$ cat config.mk
export PLATFORM = sky130hd
export DESIGN_NAME = memory_reader
export DESIGN_NICKNAME = d
export VERILOG_FILES = /design/src/rtl/memory_reader.sv
export SDC_FILE = /design/constraint.sdc
export NUM_CORES = 1
export LEC_CHECK = 0
export ABC_AREA = 0
export CAP_MARGIN = 20
export CORE_ASPECT_RATIO = 0.5
export CORE_MARGIN = 2
export CORE_UTILIZATION = 25
export DETAILED_ROUTE_END_ITERATION = 12
export PLACE_DENSITY = 0.53
export RECOVER_POWER = 50
export SYNTH_ARGS = -nofsm -noshare
export SYNTH_HDL_FRONTEND = slang
export SYNTH_SLANG_ARGS = --single-unit
$ cat constraint.sdc
create_clock -name clk -period 2.1 [get_ports clk]
set_clock_uncertainty 0.1 [all_clocks]
set_input_delay 0.42 -clock clk [delete_from_list [all_inputs] [get_ports clk]]
set_output_delay 0.42 -clock clk [all_outputs]
set_load 0.02 [all_outputs]
$ cat src/rtl/memory_reader.sv
// Read-side sequencer: walks the 25 operand addresses, gathers the returned bytes
// in a shadow bank and publishes them to the matrix outputs in a single edge.
module memory_reader (
  input  logic         clk,
  input  logic         reset_n,
  input  logic         start_i,
  output logic [4:0]   addr_core_o,
  input  logic [7:0]   data_core_i,
  output logic [127:0] a_mat_o,
  output logic [71:0]  b_mat_o,
  output logic         busy_o,
  output logic         load_valid_o
);

  typedef enum logic [1:0] {
    ST_IDLE   = 2'd0,
    ST_ISSUE  = 2'd1,
    ST_DRAIN  = 2'd2,
    ST_COMMIT = 2'd3
  } state_t;

  state_t         state_r, state_s;
  logic [4:0]     rd_cnt_r, rd_cnt_s;
  logic [4:0]     addr_r, addr_s;
  logic [4:0]     cap_idx_r;
  logic           cap_vld_r;
  logic           start_q_r;
  logic           start_rise_s;
  logic           busy_r, busy_s;
  logic           load_valid_r, load_valid_s;
  logic [127:0]   a_sh_r, a_sh_s, a_mat_r;
  logic [71:0]    b_sh_r, b_sh_s, b_mat_r;

  assign start_rise_s = start_i & ~start_q_r;

  // Next-state, read-counter and registered-output decode
  always_comb begin
    state_s      = state_r;
    rd_cnt_s     = rd_cnt_r;
    addr_s       = 5'd0;
    case (state_r)
      ST_IDLE: begin
        rd_cnt_s = 5'd0;
        if (start_rise_s) begin
          state_s = ST_ISSUE;
        end else begin
          state_s = ST_IDLE;
        end
      end
      ST_ISSUE: begin
        if (rd_cnt_r == 5'd24) begin
          state_s = ST_DRAIN;
          addr_s  = 5'd24;
        end else begin
          rd_cnt_s = rd_cnt_r + 5'd1;
          addr_s   = rd_cnt_r + 5'd1;
        end
      end
      ST_DRAIN:  state_s = ST_COMMIT;
      ST_COMMIT: state_s = ST_IDLE;
      default:   state_s = ST_IDLE;
    endcase
    busy_s       = (state_s == ST_ISSUE) || (state_s == ST_DRAIN);
    load_valid_s = (state_s == ST_COMMIT);
  end

  // Steer the byte returned for the previous address into its shadow slot
  always_comb begin
    a_sh_s = a_sh_r;
    b_sh_s = b_sh_r;
    for (int i = 0; i < 16; i++) begin
      a_sh_s[i*8 +: 8] = (cap_vld_r && (cap_idx_r == 5'(i))) ? data_core_i : a_sh_r[i*8 +: 8];
    end
    for (int j = 0; j < 9; j++) begin
      b_sh_s[j*8 +: 8] = (cap_vld_r && (cap_idx_r == 5'(j + 16))) ? data_core_i : b_sh_r[j*8 +: 8];
    end
  end

  // Control state, start edge detector and capture pipeline
  always_ff @(posedge clk or negedge reset_n) begin
    if (!reset_n) begin
      state_r      <= ST_IDLE;
      rd_cnt_r     <= 5'd0;
      addr_r       <= 5'd0;
      start_q_r    <= 1'b0;
      cap_idx_r    <= 5'd0;
      cap_vld_r    <= 1'b0;
      busy_r       <= 1'b0;
      load_valid_r <= 1'b0;
    end else begin
      state_r      <= state_s;
      rd_cnt_r     <= rd_cnt_s;
      addr_r       <= addr_s;
      start_q_r    <= start_i;
      cap_idx_r    <= rd_cnt_r;
      cap_vld_r    <= (state_r == ST_ISSUE);
      busy_r       <= busy_s;
      load_valid_r <= load_valid_s;
    end
  end

  // Shadow bank and atomic commit; the last byte is merged on the same edge
  always_ff @(posedge clk or negedge reset_n) begin
    if (!reset_n) begin
      a_sh_r  <= 128'd0;
      b_sh_r  <= 72'd0;
      a_mat_r <= 128'd0;
      b_mat_r <= 72'd0;
    end else begin
      a_sh_r <= a_sh_s;
      b_sh_r <= b_sh_s;
      if (state_r == ST_DRAIN) begin
        a_mat_r <= a_sh_s;
        b_mat_r <= b_sh_s;
      end
    end
  end

  assign addr_core_o  = addr_r;
  assign a_mat_o      = a_mat_r;
  assign b_mat_o      = b_mat_r;
  assign busy_o       = busy_r;
  assign load_valid_o = load_valid_r;

endmodule

==> results.py <==
metrics = {
    "outcome": {
        "status": "finished clean",
    },
    "cells_and_area": {
        "layout-drive-gt1-share": 0.08794,
        "layout_commonest_cell": "dfrtp_1",
        "final_cell_mix": "dfrtp_1, o21ai_0, nand2_1, a21oi_1, nor2_1",
        "area_growth_pct": 27.61,
        "fin_nets": 1883,
    },
    "synth": {
        "yosysWarningCount": 0,
        "synth_top_family_by_area": "compound AO/OA/AOI/OAI gates",
        "yosysTopAreaCell": "dfrtp_1",
        "synthXorXnorAreaFrac": 0.001048,
        "syn_inst": 1685,
        "synth_fa_ha_area_frac": 0.001497,
        "synth_area_leaders": "dfrtp_1, o21ai_0, a21oi_1",
        "async_flop_share": 1.000,
        "ys_seq_area_frac": 0.6301,
        "ys_ff_latch": 421,
        "syn-num-nets": 1698,
        "synth_edf_count": 0,
        "synth_compound_area_frac": 0.1950,
        "synth-simple-area-share": 0.1264,
        "synth_area_sq_mm": 0.01672,
        "avgSynthCellArea_sq_um": 9.923,
        "synthMuxAreaShare": 0,
        "ys_types": 36,
        "synth_top_area_share": 0.6301,
        "synth_top_flop_cell": "dfrtp_1",
    },
    "die": {
        "num_io_pins": 218,
        "die_x_um": 369.7,
        "die_y_um": 186.9,
        "rows": 66,
        "design.core.area_sq_mm": 0.06557,
        "die-area_sq_mm": 0.06909,
        "start_util": 0.2550,
    },
    "clocking": {
        "clk_pin_slew_ns": 0.06,
        "clk_latency_ns": 0.55,
        "cts_root_buf": "clkbuf_16",
        "cts_buffer_depth": 3,
        "cts_tree": "built",
        "cts_buffers": 43,
        "h-tree-depth": 2,
        "clock-sinks": 421,
        "cts_setup_buffers": 0,
    },
    "routing": {
        "route.met2.wl_mm": 27.91,
        "wl_met1_mm": 22.62,
        "drt_wl_total_mm": 54.07,
        "drt_first_pass_iters": 5,
        "via_per_inst": 4.750,
        "ant_nets": 0,
        "vias": 13220,
        "drc_errors": 0,
        "wl_met3_mm": 1.562,
        "routed.top_layer": "met4",
        "drt_iter0_drc": 973,
        "routedWlPerCell_um": 19.42,
    },
    "sta": {
        "timing.fmax_ghz": 0.4854,
        "drv_slew": 0,
        "tns_ns": 0,
        "hold_viol": 0,
        "worstMarginPinSlew_ns": 1.145,
        "slew_headroom": 0.2368,
        "period_share": 0.9810,
        "period_minus_slack_ns": 2.060,
        "rsz0062_at_grt": "false",
        "finalSetupViolCount": 0,
    },
    "setup_path": {
        "worst-path-buf-inv": 1,
        "slowest_stage": "clkdlybuf4s50_1",
        "cp.arrival_ns": 1.54,
        "max_stage_delay_ns": 0.62,
        "rr_worst_depth": 5,
        "cp_max_fo": 2,
        "r2r-start": "state_r[0]",
        "worst-r2r-setup-slack_ns": 0.13,
        "r2r_end": "a_mat_o[3]",
        "crit_chain": "clkdlybuf4s50_1",
        "worst_ep_required_time_ns": 1.58,
        "critPathKind": "flip-flop to primary output",
        "cp-end-kind": "primary output",
        "critPathLaunchType": "flip-flop",
        "path_delay_family": "buffers and inverters",
    },
    "power": {
        "leakagePower_uw": 0.009184,
        "power.density_mw_per_mm2": 1167,
        "power.total_uw": 24890,
        "vdd_drop_max_v": 0.0005048,
    },
    "placed_design": {
        "place.gp.congestion": 0.7665,
        "dp_hpwl_mm": 35.23,
        "portBuffers": 217,
    },
    "worst_hold_path": {
        "hold_path_depth": 0,
        "hold_start": "rd_cnt_r[1]",
        "hp-class": "flip-flop to flip-flop",
        "hold_path_end": "cap_idx_r[1]",
    },
    "global_routing": {
        "grt_start_max_net_pins": 81,
        "grt_pass1_vias": 12990,
        "grt_overflow": 0,
        "grt_antenna_before_repair": 1,
        "grt_pass1_wl_mm": 82.45,
        "grt_use_total": 0.1547,
    },
    "flow_run": {
        "maxCapViolCount": 0,
    },
}
## worst max-delay path by stage
stage                     slack (ns)           end  cells past startpoint      startpoint
after floorplan                 0.48     a_sh_r[3]                      5    cap_idx_r[2]
after detailed placement        0.11   a_mat_o[84]                      4  data_core_i[4]
after CTS                    0.00002   a_mat_o[48]                      1     a_mat_o[48]
final                           0.04   b_mat_o[14]                      1     b_mat_o[14]
after global placement          0.13  a_mat_o[116]                      4  data_core_i[4]
after global routing          0.0001   a_mat_o[76]                      1     a_mat_o[76]
## synth_stat cells, types with 4 or more instances
master / n
nor3b_2: 8
o21ai_1: 39
buf_2: 46
and3b_1: 16
o21ai_0: 258
o21ai_2: 10
and4b_1: 4
buf_4: 16
nand4b_1: 4
clkbuf_2: 6
and3_1: 8
nand2_1: 210
inv_1: 7
nor2_1: 206
clkbuf_1: 85
a31oi_1: 96
dfrtp_1: 421
a21oi_1: 210
nand2b_1: 6
## per-layer routing
metal	GRT usage	vias to the layer above
met5	0	-
met4	0.05550	0
met3	0.01792	93
met2	0.2730	242
met1	0.1948	6719
li1	-	6169
## stage by stage
step           hold slack (ns)    util  area [sq um]  instances  worst slack, ns
2_1_floorplan          0.02441       -         16720       1685           0.4813
3_3_place_gp            0.2305  0.3093         20280       2708           0.1305
5_1_grt                 0.3442  0.3254         21340       2784        0.0001168
3_5_place_dp            0.2354  0.3093         20280       2708           0.1117
4_1_cts                 0.2159  0.3292         21580       2783       0.00001876
6_report                0.3401  0.3254         21340       2784          0.03992
## power by group
part	switching, uW	leakage, uW	internal, uW
Sequential	549	0.00496	9650
Clock	3170	0.000692	4570
Combinational	4800	0.00353	2150
## what timing repair did
item                                    in CTS  in global routing
gates resized for setup                     89                 25
endpoints found under the setup margin      89                 25
hold endpoints to repair                    50                  0
hold buffers                                 1                  0
## sequential cells by signal, summed over array words and instances, names as in the netlist
| name | flops |
|---|---|
| state_r | 2 |
| load_valid_o | 1 |
| b_mat_o | 72 |
| busy_o | 1 |
| a_sh_r | 128 |
| addr_core_o | 5 |
| b_sh_r | 72 |
| cap_idx_r | 5 |
| a_mat_o | 128 |
| cap_vld_r | 1 |
| rd_cnt_r | 5 |
| start_q_r | 1 |
## final cells by class
class                           count  area (sq um)
Clock inverter                     11         158.9
Tap cell                          884          1106
Clock buffer                       63          1241
Fill cell                        6878         44230
Antenna cell                        1         2.502
Inverter                            8         32.53
Multi-Input combinational cell   1099          5419
Sequential cell                   421         10540
Timing Repair Buffer              297          2840
## cells by family after synthesis
family / count (synthesis)
and+or+nand+nor: 477
adders and majority gates: 2
DFF: 421
AOI/OAI and AO/OA: 618
buffers and inverters: 165
xor gates and xnor gates: 2
Power figures use the tool's default switching activity.
